### src/rtl/idex_pipe_reg_if.sv
// ID/EX stage bundle: decode-side request, execute-side response and redirect flush.
// master = decode/execute environment, slave = the pipeline register itself.
interface idex_pipe_reg_if #(
    parameter int unsigned XLEN   = 32,
    parameter int unsigned CTRL_W = 12
);
    logic              in_valid;
    logic              in_ready;
    logic [XLEN-1:0]   in_pc;
    logic [XLEN-1:0]   in_rs1_val;
    logic [XLEN-1:0]   in_rs2_val;
    logic [XLEN-1:0]   in_imm;
    logic [4:0]        in_rs1_idx;
    logic [4:0]        in_rs2_idx;
    logic              in_uses_rs2;
    logic [4:0]        in_rd;
    logic              in_memread;
    logic [CTRL_W-1:0] in_ctrl;
    logic              flush;
    logic              out_valid;
    logic              out_ready;
    logic [XLEN-1:0]   out_pc;
    logic [XLEN-1:0]   out_rs1_val;
    logic [XLEN-1:0]   out_rs2_val;
    logic [XLEN-1:0]   out_imm;
    logic [4:0]        out_rd;
    logic              out_memread;
    logic [CTRL_W-1:0] out_ctrl;

    modport master (
        output in_valid, in_pc, in_rs1_val, in_rs2_val, in_imm, in_rs1_idx, in_rs2_idx,
               in_uses_rs2, in_rd, in_memread, in_ctrl, flush, out_ready,
        input  in_ready, out_valid, out_pc, out_rs1_val, out_rs2_val, out_imm, out_rd,
               out_memread, out_ctrl
    );

    modport slave (
        input  in_valid, in_pc, in_rs1_val, in_rs2_val, in_imm, in_rs1_idx, in_rs2_idx,
               in_uses_rs2, in_rd, in_memread, in_ctrl, flush, out_ready,
        output in_ready, out_valid, out_pc, out_rs1_val, out_rs2_val, out_imm, out_rd,
               out_memread, out_ctrl
    );
endinterface

### src/rtl/idex_pipe_reg.sv
// ID/EX pipeline register: valid/ready stage with optional skid entry, flush,
// load-use bubble insertion and a saturating bubble counter.
module idex_pipe_reg #(
    parameter int unsigned XLEN   = 32,
    parameter int unsigned CTRL_W = 12,
    parameter int unsigned SKID   = 1,
    parameter int unsigned CNT_W  = 16
) (
    input  logic             CLK,
    input  logic             RSTN,
    idex_pipe_reg_if.slave   bus,
    output logic [CNT_W-1:0] bubble_cnt
);

    typedef struct packed {
        logic [XLEN-1:0]   pc;
        logic [XLEN-1:0]   rs1_val;
        logic [XLEN-1:0]   rs2_val;
        logic [XLEN-1:0]   imm;
        logic [4:0]        rd;
        logic              memread;
        logic [CTRL_W-1:0] ctrl;
    } entry_t;

    entry_t           in_entry;
    entry_t           head_q, head_d;
    entry_t           skid_q, skid_d;
    logic             head_valid_q, head_valid_d;
    logic             skid_valid_q, skid_valid_d;
    logic [CNT_W-1:0] cnt_q, cnt_d;
    logic             hz;
    logic             xfer;
    logic             head_free;

    // Pack the incoming instruction into one entry.
    always_comb begin
        in_entry.pc      = bus.in_pc;
        in_entry.rs1_val = bus.in_rs1_val;
        in_entry.rs2_val = bus.in_rs2_val;
        in_entry.imm     = bus.in_imm;
        in_entry.rd      = bus.in_rd;
        in_entry.memread = bus.in_memread;
        in_entry.ctrl    = bus.in_ctrl;
    end

    // Load-use hazard: only the head entry can be the producing load.
    always_comb begin
        hz = head_valid_q & head_q.memread & (head_q.rd != 5'd0) & bus.in_valid &
             ((bus.in_rs1_idx == head_q.rd) |
              (bus.in_uses_rs2 & (bus.in_rs2_idx == head_q.rd)));
    end

    generate
        if (SKID != 0) begin : g_skid
            logic rdy_q;

            // Registered ready: free while the skid slot is empty.
            always_ff @(posedge CLK or negedge RSTN) begin
                if (!RSTN) begin
                    rdy_q <= 1'b1;
                end else begin
                    rdy_q <= !skid_valid_d;
                end
            end

            assign bus.in_ready = RSTN & rdy_q & !bus.flush & !hz;
        end else begin : g_noskid
            assign bus.in_ready = RSTN & !bus.flush & !hz & (!head_valid_q | bus.out_ready);
        end
    endgenerate

    assign xfer      = bus.in_valid & bus.in_ready;
    assign head_free = !head_valid_q | bus.out_ready;

    // Next-state: flush kills everything; otherwise FIFO refill of head from skid or input.
    always_comb begin
        head_d       = head_q;
        head_valid_d = head_valid_q;
        skid_d       = skid_q;
        skid_valid_d = skid_valid_q;
        cnt_d        = cnt_q;
        if (bus.flush) begin
            head_valid_d = 1'b0;
            skid_valid_d = 1'b0;
        end else begin
            if (hz && bus.out_ready && (cnt_q != {CNT_W{1'b1}})) begin
                cnt_d = cnt_q + CNT_W'(1);
            end
            if (head_free) begin
                if (skid_valid_q) begin
                    head_d       = skid_q;
                    head_valid_d = 1'b1;
                    skid_valid_d = 1'b0;
                end else if (xfer) begin
                    head_d       = in_entry;
                    head_valid_d = 1'b1;
                end else begin
                    // Nothing to refill with; a hazard lands here as a bubble.
                    head_valid_d = 1'b0;
                end
            end else if (xfer) begin
                // Only reachable with the skid slot enabled: head held, park the newcomer.
                skid_d       = in_entry;
                skid_valid_d = 1'b1;
            end
        end
    end

    // Stage state registers; async reset drops every entry at once.
    always_ff @(posedge CLK or negedge RSTN) begin
        if (!RSTN) begin
            head_q       <= '0;
            skid_q       <= '0;
            head_valid_q <= 1'b0;
            skid_valid_q <= 1'b0;
            cnt_q        <= '0;
        end else begin
            head_q       <= head_d;
            skid_q       <= skid_d;
            head_valid_q <= head_valid_d;
            skid_valid_q <= skid_valid_d;
            cnt_q        <= cnt_d;
        end
    end

    // Execute-side view of the head entry.
    always_comb begin
        bus.out_valid   = head_valid_q;
        bus.out_pc      = head_q.pc;
        bus.out_rs1_val = head_q.rs1_val;
        bus.out_rs2_val = head_q.rs2_val;
        bus.out_imm     = head_q.imm;
        bus.out_rd      = head_q.rd;
        bus.out_memread = head_q.memread;
        bus.out_ctrl    = head_q.ctrl;
        bubble_cnt      = cnt_q;
    end

endmodule
### src/flat_wrapper.sv
// flat-port wrapper written by rule: the top's interface ports become plain ports
module idex_pipe_reg_flat 
#(
    parameter int unsigned XLEN   = 32,
    parameter int unsigned CTRL_W = 12,
    parameter int unsigned SKID   = 1,
    parameter int unsigned CNT_W  = 16
)
  (CLK, RSTN, bubble_cnt, bus_in_valid, bus_in_pc, bus_in_rs1_val, bus_in_rs2_val, bus_in_imm, bus_in_rs1_idx, bus_in_rs2_idx, bus_in_uses_rs2, bus_in_rd, bus_in_memread, bus_in_ctrl, bus_flush, bus_out_ready, bus_in_ready, bus_out_valid, bus_out_pc, bus_out_rs1_val, bus_out_rs2_val, bus_out_imm, bus_out_rd, bus_out_memread, bus_out_ctrl);
  idex_pipe_reg_if #(.XLEN(XLEN), .CTRL_W(CTRL_W)) bus_i ();
  input  logic CLK;
  input  logic RSTN;
  output logic [CNT_W-1:0] bubble_cnt;
  input wire logic [$bits(bus_i.in_valid)-1:0] bus_in_valid;
  input wire logic [$bits(bus_i.in_pc)-1:0] bus_in_pc;
  input wire logic [$bits(bus_i.in_rs1_val)-1:0] bus_in_rs1_val;
  input wire logic [$bits(bus_i.in_rs2_val)-1:0] bus_in_rs2_val;
  input wire logic [$bits(bus_i.in_imm)-1:0] bus_in_imm;
  input wire logic [$bits(bus_i.in_rs1_idx)-1:0] bus_in_rs1_idx;
  input wire logic [$bits(bus_i.in_rs2_idx)-1:0] bus_in_rs2_idx;
  input wire logic [$bits(bus_i.in_uses_rs2)-1:0] bus_in_uses_rs2;
  input wire logic [$bits(bus_i.in_rd)-1:0] bus_in_rd;
  input wire logic [$bits(bus_i.in_memread)-1:0] bus_in_memread;
  input wire logic [$bits(bus_i.in_ctrl)-1:0] bus_in_ctrl;
  input wire logic [$bits(bus_i.flush)-1:0] bus_flush;
  input wire logic [$bits(bus_i.out_ready)-1:0] bus_out_ready;
  output wire logic [$bits(bus_i.in_ready)-1:0] bus_in_ready;
  output wire logic [$bits(bus_i.out_valid)-1:0] bus_out_valid;
  output wire logic [$bits(bus_i.out_pc)-1:0] bus_out_pc;
  output wire logic [$bits(bus_i.out_rs1_val)-1:0] bus_out_rs1_val;
  output wire logic [$bits(bus_i.out_rs2_val)-1:0] bus_out_rs2_val;
  output wire logic [$bits(bus_i.out_imm)-1:0] bus_out_imm;
  output wire logic [$bits(bus_i.out_rd)-1:0] bus_out_rd;
  output wire logic [$bits(bus_i.out_memread)-1:0] bus_out_memread;
  output wire logic [$bits(bus_i.out_ctrl)-1:0] bus_out_ctrl;
  assign bus_i.in_valid = bus_in_valid;
  assign bus_i.in_pc = bus_in_pc;
  assign bus_i.in_rs1_val = bus_in_rs1_val;
  assign bus_i.in_rs2_val = bus_in_rs2_val;
  assign bus_i.in_imm = bus_in_imm;
  assign bus_i.in_rs1_idx = bus_in_rs1_idx;
  assign bus_i.in_rs2_idx = bus_in_rs2_idx;
  assign bus_i.in_uses_rs2 = bus_in_uses_rs2;
  assign bus_i.in_rd = bus_in_rd;
  assign bus_i.in_memread = bus_in_memread;
  assign bus_i.in_ctrl = bus_in_ctrl;
  assign bus_i.flush = bus_flush;
  assign bus_i.out_ready = bus_out_ready;
  assign bus_in_ready = bus_i.in_ready;
  assign bus_out_valid = bus_i.out_valid;
  assign bus_out_pc = bus_i.out_pc;
  assign bus_out_rs1_val = bus_i.out_rs1_val;
  assign bus_out_rs2_val = bus_i.out_rs2_val;
  assign bus_out_imm = bus_i.out_imm;
  assign bus_out_rd = bus_i.out_rd;
  assign bus_out_memread = bus_i.out_memread;
  assign bus_out_ctrl = bus_i.out_ctrl;
  idex_pipe_reg #(.XLEN(XLEN), .CTRL_W(CTRL_W), .SKID(SKID), .CNT_W(CNT_W)) u_core (.CLK(CLK), .RSTN(RSTN), .bus(bus_i), .bubble_cnt(bubble_cnt));
endmodule
### config.mk
export PLATFORM = sky130hd
export DESIGN_NAME = idex_pipe_reg_flat
export DESIGN_NICKNAME = d
export VERILOG_FILES = /design/src/rtl/idex_pipe_reg_if.sv /design/src/rtl/idex_pipe_reg.sv /design/src/flat_wrapper.sv
export SDC_FILE = /design/constraint.sdc
export NUM_CORES = 1
export LEC_CHECK = 0
export BUFFER_PORTS_ARGS = -buffer_cell sky130_fd_sc_hd__clkbuf_2
export CAP_MARGIN = 30
export CORE_MARGIN = 2
export CORE_UTILIZATION = 35
export DETAILED_ROUTE_END_ITERATION = 16
export HOLD_SLACK_MARGIN = 0.02
export PLACE_DENSITY = 0.6
export SLEW_MARGIN = 0
export SYNTH_ARGS = -nofsm -noshare
export SYNTH_HDL_FRONTEND = slang
export SYNTH_SLANG_ARGS = --single-unit
### constraint.sdc
create_clock -name CLK -period 2.25 [get_ports CLK]
set_clock_uncertainty 0.05 [all_clocks]
set_input_delay 0.225 -clock CLK [delete_from_list [all_inputs] [get_ports CLK]]
set_output_delay 0.225 -clock CLK [all_outputs]
set_load 0.005 [all_outputs]
==> results.toml, run 1 <==
[routing]
drt_iter0_markers = 536
wl_microns = 38600
via_per_inst = 5.24
wl_per_cell_microns = 19.9
vias = 10200
drt-pass1-iter-count = 5
antenna_left = 0
drc = 0

[synthesis]
yosys.area.top_type = "dfrtp_1"
yosys_warnings = 0
synthFlopType = "dfrtp_1"
syn_area_per_cell_sq_um = 14.0
synth_seq_cells = 311
syn_nets = 1087
synthArstFlopShare = 1.00
netlist_area_sq_um = 12900
synthTopCellsByArea = "dfrtp_1 (60%), mux2_2 (13%), o221a_2 (12%), or3_1 (7.0%), clkbuf_1 (1.5%)"
syn_inst = 924
yosysMostFrequentCell = "dfrtp_1"
synth_top_area_share = 0.600
synth_edf_count = 0
synth_common_cells = "dfrtp_1 (310), mux2_2 (147), or3_1 (145), o221a_2 (143), clkbuf_1 (52)"
seq_area_frac_synth = 0.602
synth.distinct_cells = 36

[timing]
setup_viol = 299
max_freq_mhz = 411
holdWs_ps = 61.1
tightest_slew_ps = 810
max_slew_margin = 0.460
period_share = 1.08
setup_tns_ps = -35700
finalHoldViolCount = 0
slew_violations = 0
fin_crit_ps = 2430
rsz0062_at_grt = "true"
setup_ws_ps = -181

[power]
leakagePower_nw = 8.81
p_per_area_nw_per_um2 = 786
ir_drop_mv = 0.498
finalPower_mw = 15.3

[finish]
syn2layout_area_growth_pct = 50.2
final_area_sq_um = 19400
fillers = 3055
fin_cells = 1938
nNetsFinal = 1608
register_area_sq_um = 7780
multi_input_area_sq_um = 5310
antennaDiodeCount = 0
drive_gt1_frac = 0.531
final_util = 0.532

[clocking]
root_buffer = "clkbuf_16"
clk_path_buf_depth = 3
cts_buffers = 36
clkSlewWorstSetupHoldPaths_ps = 60
clock_sinks = 311
cts_htree_levels = 2
worstSkewPairLatency_ps = 510
cts_tree = "yes"

[critical_path]
critPathLaunchType = "register"
worstPathArrival_ps = 2780
critPathKind = "register to register"
cp-end-kind = "register"
ff2ff_path_depth = 9
crit_fanout = 3
timing.rr.end = "u_core.bubble_cnt[5]$_DFFE_PN0P_"
rrSetupSlack_ps = -180
reg2reg_from = "u_core.bus.out_rd[2]$_DFFE_PN0P_"
critical_path_required_ps = 2600

[grt]
grt_pass1_wl_microns = 59200
grt_pass1_vias = 10700
grt_util_all_layers = 0.190
grt_overflow = 0
grt_max_degree = 149
grt_antenna_before_repair = 0

[floorplan]
core_region_area_sq_um = 36500
ioPinCount = 326
die_x_microns = 196
die_h_microns = 196
dieArea_sq_um = 38500
initial_core_util = 0.354
num_rows = 70

[min_path]
hold_end = "u_core.bus.out_valid$_DFFE_PN0N_"
hp-start = "bus_flush"
holdPathStages = 2
hold_class = "input pin to register"

[place]
hpwl_microns = 22100
place_area_sq_um = 15500
post-place-cells = 1693
port_buffers = 325
dp_slack_ps = -285
gp_congestion = 0.787

[outcome]
run_status = "complete, but fails checks"
violations = "negative setup slack"

[flow_run]
cap_violations = 0
-- worst max-delay path: stages, from the launching register on --
cell and delay (ps):
dfrtp_1 360, buf_4 120, buf_4 110, nor2_1 40, nand2_1 70, nand4_1 170
buf_4 180, or4b_1 540, or4_4 540, xnor2_2 140
-- sequential cells by signal (all words and copies together), names as in the netlist, 5 cells and up --
name and count:
u_core.bus.out_pc 32, u_core.bus.out_imm 32, u_core.skid_q 146, u_core.bus.out_rs1_val 32, u_core.bus.out_rd 5, u_core.bus.out_rs2_val 32, u_core.bubble_cnt 16, u_core.bus.out_ctrl 12
-- area by class of cell --
| cell class | count | share of cell area |
|---|---|---|
| sequential | 311 | 0.401 |
| multi-input combinational | 529 | 0.273 |
| timing repair buffer | 564 | 0.235 |
| clock buffer | 49 | 0.0526 |
| tap | 468 | 0.0301 |
| clock inverter | 14 | 0.00792 |
| inverter | 3 | 0.000580 |
-- where the power goes --
group | total (mW) | switching, mW | internal (mW)
clock | 5.83 | 2.30 | 3.52
combinational | 2.57 | 0.966 | 1.60
sequential | 6.87 | 0.484 | 6.38
-- logic make-up (layout without fill, tap and decap cells) --
family / Yosys count / after routing / share of synthesized area
buffers and inverters: 84 / 630 / 0.0266
multiplexers: 148 / 148 / 0.129
AND/OR/NAND/NOR: 202 / 202 / 0.0935
AO/OA/AOI/OAI: 153 / 153 / 0.131
XOR/XNOR: 25 / 25 / 0.0175
adder cells (fa/ha/maj): 1 / 1 / 0.000967
flip-flops: 311 / 311 / 0.602
-- placed cells by master (no fill, tap or decap), drive strengths merged, types with 2 or more instances in the layout --
cell type,n
dlygate4sd3,147
nand2,9
bufinv,3
clkinvlp,2
nand4,6
clkbuf,382
nor3,8
nand3,8
or4,2
nor2,11
clkinv,9
nand2b,2
dfrtp,310
xor2,16
o221a,145
nor4,5
xnor2,9
buf,84
o32ai,2
inv,3
nor4b,2
mux2,147
or3,145
-- timing repair --
item	in CTS	in global routing
gates cloned	8	12
resized for setup	136	19
pin swaps	11	3
buffers inserted	12	4
setup endpoints to repair	300	302
hold buffers	147	0
endpoints found under the hold margin	541	0
-- how the worst max path moves through the flow --
stage                                           from                               end  slack [ps]  depth (start not counted)
floorplan           u_core.bus.out_rd[2]$_DFFE_PN0P_  u_core.bubble_cnt[5]$_DFFE_PN0P_        -240                          7
global placement    u_core.bus.out_rd[2]$_DFFE_PN0P_    u_core.skid_q[106]$_DFFE_PN0P_        -250                          9
finish              u_core.bus.out_rd[2]$_DFFE_PN0P_  u_core.bubble_cnt[5]$_DFFE_PN0P_        -180                          9
detailed placement  u_core.bus.out_rd[2]$_DFFE_PN0P_    u_core.skid_q[106]$_DFFE_PN0P_        -290                          9
CTS                 u_core.bus.out_rd[3]$_DFFE_PN0P_  u_core.bubble_cnt[5]$_DFFE_PN0P_        -200                          6
global route        u_core.bus.out_rd[2]$_DFFE_PN0P_                      bus_in_ready        -300                          8
-- routing by layer --
layer  part of all wire  GRT usage  vias to the layer above  routed length (microns)
met5                  0          0                        -                        0
met4              0.022     0.0561                        0                      860
met3              0.066     0.0492                       55                     2550
met2               0.47      0.305                      333                    18200
met1               0.44      0.255                     5158                    17100
li1                   -          -                     4608                        -
(Power assumes the default switching activity.)
==> run 2, diff against run 1 <==
--- a/config.mk
+++ b/config.mk
@@ -12,6 +12,7 @@
 export DETAILED_ROUTE_END_ITERATION = 16
 export HOLD_SLACK_MARGIN = 0.02
 export PLACE_DENSITY = 0.6
+export REMOVE_ABC_BUFFERS = 1
 export SLEW_MARGIN = 0
 export SYNTH_ARGS = -nofsm -noshare
 export SYNTH_HDL_FRONTEND = slang
==> run 2 against run 1 <==
Compared with the run above: wire length is 12% higher; die area stayed put; combinational power is 22% higher; clock-buffer cell count is 6 higher; largest power group unchanged; non-clock buffer count is 15 higher; the run still ends with negative setup slack left.
==> results.toml, run 2 (same netlist as run 1, synthesis figures left out) <==
[grt]
grt_overflow = 0
grt_pass1_wl_microns = 59300
grt_antenna_before_repair = 0
grt_util_all_layers = 0.193
grt_pass1_vias = 10800
grt_max_degree = 155

[clocking]
cts_tree = "yes"
clk_path_buf_depth = 3
clkSlewWorstSetupHoldPaths_ps = 60
cts_htree_levels = 2
worstSkewPairLatency_ps = 530
root_buffer = "clkbuf_16"
clock_sinks = 311
cts_buffers = 36

[timing]
fin_crit_ps = 2530
max_freq_mhz = 396
rsz0062_at_grt = "true"
slew_violations = 0
max_slew_margin = 0.376
setup_viol = 279
period_share = 1.12
finalHoldViolCount = 0
setup_tns_ps = -36800
tightest_slew_ps = 936
setup_ws_ps = -276

[power]
ir_drop_mv = 0.656
leakagePower_nw = 9.40
p_per_area_nw_per_um2 = 757

[floorplan]
ioPinCount = 326
initial_core_util = 0.354
die_x_microns = 196
num_rows = 70
dieArea_sq_um = 38500
core_region_area_sq_um = 36500
die_h_microns = 196

[routing]
wl_microns = 43300
via_per_inst = 5.36
vias = 10500
wl_per_cell_microns = 22.2
drc = 0
drt-pass1-iter-count = 5
antenna_left = 0
drt_iter0_markers = 428

[critical_path]
critPathKind = "register to register"
critical_path_required_ps = 2600
crit_fanout = 6
critPathLaunchType = "register"
worstPathArrival_ps = 2880
cp-end-kind = "register"

[finish]
fillers = 2827
nNetsFinal = 1624
largest_reg_flops = 146
antennaDiodeCount = 0
drive_gt1_frac = 0.540
final_common_cell = "clkbuf_2"
syn2layout_area_growth_pct = 62.0
top_register = "u_core.skid_q"
final_cell_mix = "clkbuf_2 (324), dfrtp_1 (310), dlygate4sd3_1 (148)"
fin_cells = 1950
final_util = 0.573

[outcome]
violations = "negative setup slack"
run_status = "complete, but fails checks"

[flow_run]
cap_violations = 0

[min_path]
hold_class = "input pin to register"

[place]
gp_congestion = 0.850
port_buffers = 325
post-place-cells = 1673
hpwl_microns = 21500
[run 2: final cells by class]
type                    count  area (sq um)  share of cell area
inverters                   3          11.3            0.000538
clock inverters             4          70.1             0.00335
flip-flops and latches    311          7780               0.372
multi-input cells         530          6490               0.310
well taps                 468           586              0.0280
repair buffers            579          4930               0.235
clock buffers              55          1070              0.0513
[run 2: critical path, cell delays in order (launching register included)]
cell,delay [ps]
dfrtp_1,390
buf_6,140
xor2_2,160
nor2_1,70
a32oi_2,250
nor2_4,80
buf_6,130
or4_4,530
buf_12,200
clkbuf_16,160
o221a_1,220
[run 2: repair_timing]
item | 4_1_cts | 5_1_grt
gates cloned | 11 | 31
endpoints found under the hold margin | 312 | 0
resized for setup | 104 | 253
pin swaps | 15 | 99
endpoints found under the setup margin | 300 | 305
setup buffers | 20 | 18
hold buffers | 148 | 0
[run 2: worst paths after layout]
check	startpoint	to	slack (ps)	cells after the start
max in group asynchronous	RSTN	u_core.skid_q[62]$_DFFE_PN0P_	680	4
worst max register to register	u_core.bus.out_rd[1]$_DFFE_PN0P_	u_core.bus.out_imm[3]$_DFFE_PN0P_	-280	10
worst min register to register	u_core.bubble_cnt[4]$_DFFE_PN0P_	u_core.bubble_cnt[4]$_DFFE_PN0P_	440	1
min in group asynchronous	RSTN	u_core.bus.out_imm[28]$_DFFE_PN0P_	260	3
worst min-delay path	bus_out_ready	u_core.bus.out_valid$_DFFE_PN0N_	100	4
worst max-delay path	u_core.bus.out_rd[1]$_DFFE_PN0P_	u_core.bus.out_imm[3]$_DFFE_PN0P_	-280	10
[run 2: routing by layer]
metal  vias up  wire length, microns  track usage
met5         -                     0            0
met4         0                   939       0.0682
met3        60                  2780       0.0493
met2       326                 20000        0.305
met1      5429                 19600        0.257
li1       4646                     -            -
[run 2: power by group]
group | internal [mW] | leakage, nW | total [mW] | switching (mW)
Sequential | 6.38 | 3.85 | 6.93 | 0.547
Clock | 3.49 | 0.561 | 5.78 | 2.29
Combinational | 2.04 | 4.99 | 3.14 | 1.10
[run 2: metrics by stage]
step / power [mW] / setup WS (ps) / instance area, sq um / hold WS [ps]
2_1_floorplan: 7.89 / -14200 / 12600 / -121
3_3_place_gp: 9.00 / -299 / 15300 / 183
3_5_place_dp: 9.07 / -279 / 15300 / 188
4_1_cts: 15.2 / -222 / 18800 / 43.1
5_1_grt: 16.5 / -323 / 20900 / 120
6_report: 15.9 / -276 / 20900 / 97.2
